### src/rtl/isa_pkg.sv
// rtl/isa_pkg.sv - swap codes and lane-select decode shared by issue and writeback
// Purpose: names the six lane-swap codes an issued bundle can carry and decodes a
//          4-bit swap code into the per-slot source-lane selects.
// Contents: SWAP_* codes, lane_sel_t, lane_sel_vec_t, decode_swap().
package isa_pkg;

  // Bit 3 is instruction 1, bit 0 is instruction 4.
  localparam logic [3:0] SWAP_14 = 4'b1001;
  localparam logic [3:0] SWAP_24 = 4'b0101;
  localparam logic [3:0] SWAP_34 = 4'b0011;
  localparam logic [3:0] SWAP_12 = 4'b1100;
  localparam logic [3:0] SWAP_13 = 4'b1010;
  localparam logic [3:0] SWAP_23 = 4'b0110;

  // Lane number 0..3 standing for lanes 1..4.
  typedef logic [1:0] lane_sel_t;
  // Element [k-1] is the lane that program-order slot k reads from.
  typedef lane_sel_t [3:0] lane_sel_vec_t;

  // Every swap is a transposition, so the issue-side map is also its own inverse.
  function automatic lane_sel_vec_t decode_swap(input logic [3:0] code);
    lane_sel_vec_t sel;
    sel = {2'd3, 2'd2, 2'd1, 2'd0};
    case (code)
      SWAP_14: begin sel[0] = 2'd3; sel[3] = 2'd0; end
      SWAP_24: begin sel[1] = 2'd3; sel[3] = 2'd1; end
      SWAP_34: begin sel[2] = 2'd3; sel[3] = 2'd2; end
      SWAP_12: begin sel[0] = 2'd1; sel[1] = 2'd0; end
      SWAP_13: begin sel[0] = 2'd2; sel[2] = 2'd0; end
      SWAP_23: begin sel[1] = 2'd2; sel[2] = 2'd1; end
      default: ;
    endcase
    return sel;
  endfunction

endpackage

### src/rtl/swap_tag_fifo.sv
// rtl/swap_tag_fifo.sv - in-order queue of decoded lane selects for in-flight bundles
// Purpose: DEPTH-entry synchronous FIFO with occupancy count and flush.
// Ports: clk, rst_n (async active-low), flush (sync clear, wins over push/pop),
//        push/din (write, ignored when full), pop (read, ignored when empty),
//        dout (head entry), full, empty.
module swap_tag_fifo #(
  parameter int DEPTH = 4,
  parameter int PTR_W = 2,
  parameter int W     = 8
) (
  input  logic         clk,
  input  logic         rst_n,
  input  logic         flush,
  input  logic         push,
  input  logic [W-1:0] din,
  input  logic         pop,
  output logic [W-1:0] dout,
  output logic         full,
  output logic         empty
);

  logic [W-1:0] mem_q [DEPTH];
  logic [PTR_W-1:0] wr_ptr_q, wr_ptr_d;
  logic [PTR_W-1:0] rd_ptr_q, rd_ptr_d;
  logic [PTR_W:0]   count_q, count_d;
  logic             push_ok, pop_ok;

  assign full    = (count_q == (PTR_W+1)'(DEPTH));
  assign empty   = (count_q == '0);
  assign push_ok = push && !full;
  assign pop_ok  = pop && !empty;
  assign dout    = mem_q[rd_ptr_q];

  always_comb begin
    wr_ptr_d = wr_ptr_q;
    rd_ptr_d = rd_ptr_q;
    count_d  = count_q;
    if (flush) begin
      wr_ptr_d = '0;
      rd_ptr_d = '0;
      count_d  = '0;
    end else begin
      // Pointers are PTR_W wide, so wrap modulo DEPTH comes for free.
      if (push_ok) wr_ptr_d = wr_ptr_q + 1'b1;
      if (pop_ok)  rd_ptr_d = rd_ptr_q + 1'b1;
      case ({push_ok, pop_ok})
        2'b10:   count_d = count_q + 1'b1;
        2'b01:   count_d = count_q - 1'b1;
        default: count_d = count_q;
      endcase
    end
  end

  always_ff @(posedge clk or negedge rst_n) begin
    if (!rst_n) begin
      wr_ptr_q <= '0;
      rd_ptr_q <= '0;
      count_q  <= '0;
    end else begin
      wr_ptr_q <= wr_ptr_d;
      rd_ptr_q <= rd_ptr_d;
      count_q  <= count_d;
    end
  end

  // Storage needs no reset: an entry is only read after it has been written.
  always_ff @(posedge clk) begin
    if (push_ok && !flush) mem_q[wr_ptr_q] <= din;
  end

endmodule

### src/rtl/result_unswap.sv
// rtl/result_unswap.sv - restores program order of the four lane results at writeback
// Purpose: records each bundle's swap code at issue and, when its results return,
//          routes lane sel[k] to output slot k through a registered 4-way mux.
// Ports: issue_vld/issue_swap/issue_rdy (tag push), wb_vld/wb_rdy + in_k_* (lane
//        results), out_vld/out_rdy + out_k_* (program-order bundle), flush,
//        err_underflw (sticky, results arrived with no recorded tag).
module result_unswap
  import isa_pkg::*;
#(
  parameter int des    = 4,
  parameter int DATA_W = 16,
  parameter int DEPTH  = 4,
  parameter int PTR_W  = 2
) (
  input  logic              clk,
  input  logic              rst_n,
  input  logic              flush,
  input  logic              issue_vld,
  input  logic [3:0]        issue_swap,
  output logic              issue_rdy,
  input  logic              wb_vld,
  output logic              wb_rdy,
  input  logic              in_1_vld,
  input  logic [des-1:0]    in_1_des,
  input  logic [DATA_W-1:0] in_1_data,
  input  logic              in_2_vld,
  input  logic [des-1:0]    in_2_des,
  input  logic [DATA_W-1:0] in_2_data,
  input  logic              in_3_vld,
  input  logic [des-1:0]    in_3_des,
  input  logic [DATA_W-1:0] in_3_data,
  input  logic              in_4_vld,
  input  logic [des-1:0]    in_4_des,
  input  logic [DATA_W-1:0] in_4_data,
  output logic              out_vld,
  input  logic              out_rdy,
  output logic              out_1_vld,
  output logic [des-1:0]    out_1_des,
  output logic [DATA_W-1:0] out_1_data,
  output logic              out_2_vld,
  output logic [des-1:0]    out_2_des,
  output logic [DATA_W-1:0] out_2_data,
  output logic              out_3_vld,
  output logic [des-1:0]    out_3_des,
  output logic [DATA_W-1:0] out_3_data,
  output logic              out_4_vld,
  output logic [des-1:0]    out_4_des,
  output logic [DATA_W-1:0] out_4_data,
  output logic              err_underflw
);

  logic [3:0]                 lane_vld;
  logic [3:0][des-1:0]        lane_des;
  logic [3:0][DATA_W-1:0]     lane_data;
  logic [3:0]                 slot_vld_q, slot_vld_d;
  logic [3:0][des-1:0]        slot_des_q, slot_des_d;
  logic [3:0][DATA_W-1:0]     slot_data_q, slot_data_d;
  logic                       out_vld_q, out_vld_d;
  logic                       err_q, err_d;
  logic                       fifo_full, fifo_empty;
  logic                       push, pop;
  logic [7:0]                 head_raw;
  lane_sel_vec_t              head_sel;

  assign lane_vld  = {in_4_vld,  in_3_vld,  in_2_vld,  in_1_vld};
  assign lane_des  = {in_4_des,  in_3_des,  in_2_des,  in_1_des};
  assign lane_data = {in_4_data, in_3_data, in_2_data, in_1_data};

  assign issue_rdy = !fifo_full;
  assign wb_rdy    = !fifo_empty && (!out_vld_q || out_rdy);
  assign push      = issue_vld && issue_rdy;
  assign pop       = wb_vld && wb_rdy;
  assign head_sel  = lane_sel_vec_t'(head_raw);

  swap_tag_fifo #(.DEPTH(DEPTH), .PTR_W(PTR_W), .W(8)) u_tag_fifo (
    .clk   (clk),
    .rst_n (rst_n),
    .flush (flush),
    .push  (push),
    .din   (8'(decode_swap(issue_swap))),
    .pop   (pop),
    .dout  (head_raw),
    .full  (fifo_full),
    .empty (fifo_empty)
  );

  always_comb begin
    slot_vld_d  = slot_vld_q;
    slot_des_d  = slot_des_q;
    slot_data_d = slot_data_q;
    out_vld_d   = out_vld_q;
    err_d       = err_q;
    if (flush) begin
      out_vld_d = 1'b0;
      err_d     = 1'b0;
    end else begin
      if (wb_vld && fifo_empty) err_d = 1'b1;
      if (pop) begin
        for (int k = 0; k < 4; k++) begin
          slot_vld_d[k]  = lane_vld[head_sel[k]];
          slot_des_d[k]  = lane_des[head_sel[k]];
          slot_data_d[k] = lane_data[head_sel[k]];
        end
        out_vld_d = 1'b1;
      end else if (out_rdy) begin
        out_vld_d = 1'b0;
      end
    end
  end

  always_ff @(posedge clk or negedge rst_n) begin
    if (!rst_n) begin
      slot_vld_q  <= '0;
      slot_des_q  <= '0;
      slot_data_q <= '0;
      out_vld_q   <= 1'b0;
      err_q       <= 1'b0;
    end else begin
      slot_vld_q  <= slot_vld_d;
      slot_des_q  <= slot_des_d;
      slot_data_q <= slot_data_d;
      out_vld_q   <= out_vld_d;
      err_q       <= err_d;
    end
  end

  // Slot data stays put after a drain; only the valids follow out_vld.
  assign out_vld      = out_vld_q;
  assign err_underflw = err_q;
  assign out_1_vld    = out_vld_q && slot_vld_q[0];
  assign out_2_vld    = out_vld_q && slot_vld_q[1];
  assign out_3_vld    = out_vld_q && slot_vld_q[2];
  assign out_4_vld    = out_vld_q && slot_vld_q[3];
  assign out_1_des    = slot_des_q[0];
  assign out_2_des    = slot_des_q[1];
  assign out_3_des    = slot_des_q[2];
  assign out_4_des    = slot_des_q[3];
  assign out_1_data   = slot_data_q[0];
  assign out_2_data   = slot_data_q[1];
  assign out_3_data   = slot_data_q[2];
  assign out_4_data   = slot_data_q[3];

endmodule

### config.mk
export PLATFORM = sky130hd
export DESIGN_NAME = result_unswap
export DESIGN_NICKNAME = d
export VERILOG_FILES = /design/src/rtl/isa_pkg.sv /design/src/rtl/swap_tag_fifo.sv /design/src/rtl/result_unswap.sv
export SDC_FILE = /design/constraint.sdc
export NUM_CORES = 1
export LEC_CHECK = 0
export ABC_AREA = 1
export BUFFER_PORTS_ARGS = -buffer_cell sky130_fd_sc_hd__buf_2
export CORE_ASPECT_RATIO = 1.4
export CORE_MARGIN = 8
export CORE_UTILIZATION = 40
export DETAILED_ROUTE_END_ITERATION = 8
export SKIP_LAST_GASP = 1
export SLEW_MARGIN = 20
export SYNTH_ARGS = -nofsm -noshare
export SYNTH_HDL_FRONTEND = slang
export SYNTH_HIERARCHICAL = 1
export SYNTH_SLANG_ARGS = --single-unit
### constraint.sdc
create_clock -name clk -period 2.61 [get_ports clk]
set_input_delay 0.261 -clock clk [delete_from_list [all_inputs] [get_ports clk]]
set_output_delay 0.261 -clock clk [all_outputs]
set_load 0.05 [all_outputs]
==> results of run 1 <==
synth_stat cells, drive strengths merged:
library cell,number
a21oi,7
buf,45
clkbuf,30
clkinv,4
dfrtp,93
edfxtp,32
fa,1
ha,4
inv,118
nand2,701
nand3,176
nand4,4
nor2,30
nor3,2
o21ai,19
o22ai,8
or2,3
xor2,1
per-layer routing:
layer  wire, um  vias up  global-route usage (%)
li1           -     4228                       -
met1      11600     3826                    27.5
met2      13800      314                    37.8
met3       1810       50                    3.95
met4        949        0                    10.7
met5          0        -                       0
stage by stage:
stage	instance area [um2]	utilization [%]	worst slack (ps)
after floorplan	8110	-	486
final	9850	49.5	359
after CTS	9850	49.5	342
after global routing	9850	49.5	157
after global placement	9250	46.4	406
after detailed placement	9250	46.4	367
worst paths after layout:
kind	from	to	slack [ps]	cells after the start
setup / recovery	u_tag_fifo/count_q[0]	u_tag_fifo/count_q[2]	360	16
hold reg to reg	out_3_des[0]	out_3_des[0]	470	2
setup reg to reg	u_tag_fifo/count_q[0]	u_tag_fifo/count_q[2]	360	16
max in group asynchronous	rst_n	out_4_des[1]	1520	3
hold / removal	flush	err_underflw	100	2
min in group asynchronous	rst_n	out_1_data[10]	380	2
cell type report:
cell class	count	area, um2
Fill cell	2065	10100
Timing Repair Buffer	203	1130
Tap cell	252	315
Multi-Input combinational cell	956	4070
Clock buffer	17	425
Inverter	122	458
Clock inverter	15	170
Sequential cell	125	3290
what timing repair did:
item / 4_1_cts / 5_1_grt
buffers inserted: 0 / 0
hold endpoints to repair: 42 / 0
hold buffers: 1 / 0
endpoints found under the setup margin: 0 / 0
where the power goes:
part           internal (mW)  total (mW)  switching (mW)
clock                   1.44        2.44            1.00
combinational           1.78        7.07            5.28
sequential              2.68        3.10           0.419
state kept, by name, indices dropped and copies added (netlist names):
signal,flops
err_underflw,1
out_1_data,16
u_tag_fifo/mem_q,32
u_tag_fifo/count_q,3
out_1_des,4
out_2_des,4
out_3_des,4
u_tag_fifo/rd_ptr_q,2
out_4_data,16
slot_vld_q,4
out_2_data,16
u_tag_fifo/wr_ptr_q,2
out_4_des,4
out_3_data,16
out_vld,1
kinds of logic after synthesis:
kind of cell,count (synthesis)
simple gates,916
buf+inv,197
flops,125
compound gates,34
fa+ha+maj,5
xor+xnor,1
worst max-delay path: cells and delay by family, from the launching register on:
family | cells | cell delay, ps
xor gates and xnor gates | 1 | 180
adders and majority gates | 1 | 370
and+or+nand+nor | 8 | 730
DFF | 1 | 430
buffers and inverters | 6 | 430
==> metrics.cfg, run 1 <==
[status]
outcome = complete, no violations

[synthesis]
synth_compound_gate_area_share_pct = 2.27
synth_top_family_by_area = simple AND/OR/NAND/NOR gates
synth_seq_area_share_pct = 40.5
ys_seq_elements = 125
synthMuxAreaShare_pct = 0
ys_top_cells_by_area = nand2_1, dfrtp_1, edfxtp_1, nand3_1, inv_1
synth_top_area_share_pct = 32.3
netlist_instances = 1278
yosysTopAreaCell = nand2_1
ys_warn_count = 6
avgSynthCellArea_um2 = 6.35
synth-xor-area-share_pct = 0.108
synthAdderAreaFrac_pct = 0.864
synth_cell_types = 29
synth_area_um2 = 8110
synthSimpleGateAreaFrac_pct = 45.8
syn_nets = 1377

[floorplan]
rows = 61
start_util_pct = 40.7
die_h_um = 185
core_um2 = 19900
pin_count = 182
die_x_um = 136
dieArea_um2 = 25200

[sta]
finalCritPeriodShare_pct = 86.3
slew_headroom_pct = 32.9
fmax_mhz = 444
max_slew.worst_pin.slew_ps = 1000
min_period_ps = 2250
finalSetupViolCount = 0
rsz0062_at_grt = no
finClkSkew_ps = 12.6
fin_setup_tns_ps = 0
slew_violations = 0
finalHoldViolCount = 0
timing.hold.ws_ps = 98.9

[power]
power.density_nw_per_um2 = 1280
ir_worst_vdd_uv = 827
p_leak_nw = 5.68
power_mw = 12.6

[critical_path]
critical_path_arrival_ps = 2570
cp-start-kind = flop
cpMostUsedCell = inv_1
cp_slowest_cell = dfrtp_1
cp_max_fo = 6
crit_chain = nor2_2, nand2_1, inv_1, inv_1, nand3_2, inv_1, nand2_2, inv_2, nand2_4, inv_1, fa_1, xor2_1, inv_1, nand2_1, nand3_1, nand2_1
required_ps = 2930
worstSetupPathType = reg2reg
cpPeakStageDelay_ps = 430
cp-end-kind = flop

[layout]
antenna_cells = 0
layout_common_cells = nand2_1, buf_2, nand3_1
fin_cells = 1690
final_common_cell = nand2_1
drive_gt1_share_pct = 17.8
synthToLayoutAreaGrowth_pct = 21.4
finalNetCount = 1524

[global_route]
grt_start_max_net_pins = 86
grt_overflow = 0
antenna_found_initial = 0
grt_pass1_vias = 8236
track_usage_pct = 22.6
grt_pass1_wl_um = 44500

[clock_tree]
cts_sinks = 125
cts-resized-gates = 0
htreeDepth = 4
max-clock-path-buffers = 2
clk_pin_slew_ps = 60
cts_tree = done
clkLatencyLatePin_ps = 430
cts-root-buf = clkbuf_16
cts_buffers = 17

[placed_design]
dp_hpwl_um = 19200
place_congestion = 0.793
dp.cells = 1657
numPortBuffers = 181

[route]
drtIter0Drc = 743
antenna_left = 0
drc = 0
wl_per_cell_um = 16.6
wl_um = 28100
vias_per_cell = 4.98
via_count = 8418
dr.pass1.iters = 6

[worst_hold_path]
hp-class = in2reg

[run]
maxCapViolCount = 0

Power figures use the tool's default switching activity.
==> run 2: changes to the inputs <==
--- a/config.mk
+++ b/config.mk
@@ -5,7 +5,6 @@
 export SDC_FILE = /design/constraint.sdc
 export NUM_CORES = 1
 export LEC_CHECK = 0
-export ABC_AREA = 1
 export BUFFER_PORTS_ARGS = -buffer_cell sky130_fd_sc_hd__buf_2
 export CORE_ASPECT_RATIO = 1.4
 export CORE_MARGIN = 8
==> run 2 against run 1 <==
  * Synthesized area is 13% lower
  * Non-clock buffer count is 3 higher
  * Worst hold slack better by 39 ps
  * Clock skew is 5.6 ps lower
  * Count of clock-buffer cells in the layout is 10 higher
  * Sequential share of layout area is 3.4 points higher
  * Register-to-register slack better by 40 ps
  * Clock power is 5% lower
  * Sequential cell count stayed put
  * Die area is 11% lower
  * Critical path type unchanged
  * Largest cell class unchanged
==> metrics.cfg, run 2 <==
[critical_path]
critical_path_arrival_ps = 2510  ; -60 ps
r2r_slack_ps = 400  ; +40 ps
worstSetupPathType = reg2reg
cpPeakStageDelay_ps = 600  ; +170 ps
required_ps = 2910  ; -20 ps
crit_chain = nor3_2, buf_4, nor4b_4, buf_12, mux2_2
cp-start-kind = flop
cp-end-kind = flop
cp_slowest_cell = dfrtp_1
cp_max_fo = 85  ; +79

[synthesis]
synth_cell_types = 39  ; +34%
ys_warn_count = 6  ; unchanged
synth_seq_area_share_pct = 46.4  ; +5.9 points
synth_area_um2 = 7080  ; -13%
ys_seq_elements = 125  ; unchanged
synth_edf_count = 32  ; unchanged
ys_top_cells_by_area = dfrtp_1, mux4_2, edfxtp_1, mux2_2, mux2_1
synth_top_area_share_pct = 32.9  ; +0.57 points
synth_commonest_cells = dfrtp_1, mux4_2, mux2_2
netlist_instances = 412  ; -68%
synth-async-reset-ratio_pct = 74.4  ; unchanged
synthMostInstantiatedCell = dfrtp_1
yosysTopAreaCell = dfrtp_1
synth_flop_cell = dfrtp_1
avgSynthCellArea_um2 = 17.2  ; +170%
syn_nets = 511  ; -63%

[run]
maxCapViolCount = 0  ; unchanged

[global_route]
grt_overflow = 0  ; unchanged
grt_start_max_net_pins = 86  ; unchanged
grt_pass1_wl_um = 30000  ; -32%
grt_pass1_vias = 5373  ; -35%
antenna_found_initial = 6  ; +6
track_usage_pct = 18.0  ; -4.6 points

[route]
drc = 0  ; unchanged
dr.pass1.iters = 4  ; -2
drtIter0Drc = 260  ; -65%
wl_um = 19200  ; -31%
antenna_left = 0  ; unchanged
wl_per_cell_um = 22.4  ; +35%
top_layer_used = met5
via_count = 4720  ; -44%
wl_met2_um = 10500  ; -24%
met1_length_um = 6840  ; -41%
route.met3.wl_um = 1420  ; -22%
vias_per_cell = 5.49  ; +10%

[clock_tree]
cts_setup_buffers = 0  ; unchanged
cts_sinks = 125  ; unchanged
htreeDepth = 4  ; unchanged
cts_tree = done
clk_pin_slew_ps = 50  ; about the same
clkLatencyLatePin_ps = 420  ; about the same
cts-root-buf = clkbuf_16
max-clock-path-buffers = 2  ; unchanged
cts_buffers = 17  ; unchanged

[floorplan]
rows = 57  ; -6.6%
die_x_um = 128  ; -5.8%
pin_count = 182  ; unchanged
start_util_pct = 40.9  ; +0.14 points
core_um2 = 17300  ; -13%
dieArea_um2 = 22300  ; -11%
die_h_um = 173  ; -6.0%

[power]
power.internal_mw = 5.89  ; -0.14%
net-switching-power_mw = 4.76  ; -29%
power.density_nw_per_um2 = 1190  ; -6.9%
clkPwrFrac_pct = 21.7  ; +2.4 points
ir_worst_vdd_uv = 466  ; -44%
combPwrFrac_pct = 48.7  ; -7.4 points
power_switching_share_pct = 44.7  ; -8.5 points
p_leak_nw = 3.70  ; -35%
seqPwrFrac_pct = 29.5  ; +4.9 points

[sta]
rsz0062_at_grt = no
finalSetupViolCount = 0  ; unchanged
fmax_mhz = 451  ; +1.6%
slew_headroom_pct = 66.5  ; +34 points
fin_setup_tns_ps = 0  ; unchanged
timing.final.ws_setup_ps = 395  ; +36.2 ps
finClkSkew_ps = 6.95  ; -5.65 ps
finalHoldViolCount = 0  ; unchanged
slew_violations = 0  ; unchanged
max_slew.worst_pin.slew_ps = 502  ; -502 ps
finalCritPeriodShare_pct = 84.9  ; -1.4 points
min_period_ps = 2210  ; -36.2 ps

[placed_design]
dp.cells = 821  ; -50%
numPortBuffers = 181  ; unchanged
dp_slack_ps = 377  ; +10.0 ps
place_congestion = 0.824  ; +3.9%
dp_hpwl_um = 14400  ; -25%

[layout]
final_common_cell = buf_2
drive_gt1_share_pct = 65.4  ; +48 points
regMostFlops = u_tag_fifo/mem_q
layout_common_cells = buf_2, dfrtp_1, mux4_2
synthToLayoutAreaGrowth_pct = 26.2
fin_cells = 859  ; -49%
finalNetCount = 704  ; -54%
largest_reg_flops = 32  ; unchanged

[worst_hold_path]
hp-class = in2reg

[status]
outcome = complete, no violations

[run 2: changes by cell type after synthesis, sizes merged, moves of 10 or more]
cell / delta
buf: -23
mux4: +92
nor2: -21
and2: +10
o21ai: -14
nand2: -698
nand3: -175
mux2: +84
clkbuf: -20
inv: -113
[run 2: timing repair]
item	CTS	global route
gates resized for setup	0	0
hold buffers	1	0
hold endpoints to repair	15	0
[run 2: power by group through the flow]
stage | Clock, mW | Combinational, mW | Sequential [mW]
floorplan | 0 | 1.69 | 5.33
global placement | 0 | 5.18 | 3.16
detailed placement | 0 | 5.25 | 3.19
CTS | 2.37 | 5.26 | 3.16
global route | 2.46 | 5.45 | 3.24
finish | 2.32 | 5.19 | 3.14
[run 2: cell type report]
cell class	instances	area [um2]
clock inverter	5	52.6
timing repair buffer	206	1150
multi-input combinational	250	3590
inverter	5	18.8
sequential	125	3290
tap	236	295
clock buffer	27	534
fill	1502	8390
antenna	5	12.5
[run 2: final timing paths]
path	end	startpoint	depth (start not counted)
max in group asynchronous	out_1_data[8]	rst_n	3
setup reg to reg	out_1_data[2]	u_tag_fifo/count_q[2]	5
hold reg to reg	out_2_data[3]	out_2_data[3]	1
setup / recovery	out_1_data[2]	u_tag_fifo/count_q[2]	5
hold / removal	err_underflw	wb_vld	3
min in group asynchronous	out_2_data[3]	rst_n	2
[run 2: through the flow]
step	instance area, um2	power, mW	hold slack (ps)	util [%]
floorplan	7090	7.01	-34.6	-
global placement	8330	8.34	161	48.1
detailed placement	8330	8.44	163	48.1
CTS	8930	10.8	125	51.5
global route	8940	11.1	128	51.6
finish	8940	10.6	138	51.6
[run 2: worst max-delay path: cells and delay by family (launching register included)]
kind,cells,cell delay (ps)
flops,1,600
mux,1,400
buf+inv,2,570
simple gates,2,420
[run 2: cells by family (layout without fill, tap and decap cells)]
group                      after synthesis  in the layout  synth area share [%]
DFF                                    125            125                  46.4
xor gates and xnor gates                 7              7                 0.866
other                                    0              5                     0
and+or+nand+nor                         45             45                  4.22
buffers and inverters                   37            243                  3.00
muxes                                  177            177                  42.7
adders and majority gates                5              5                 0.989
AOI/OAI and AO/OA                       16             16                  1.75
[run 2: layer usage]
metal | vias up | global-route usage (%)
met5 | - | 0
met4 | 4 | 8.95
met3 | 43 | 5.26
met2 | 163 | 31.0
met1 | 2456 | 19.5
li1 | 2054 | -
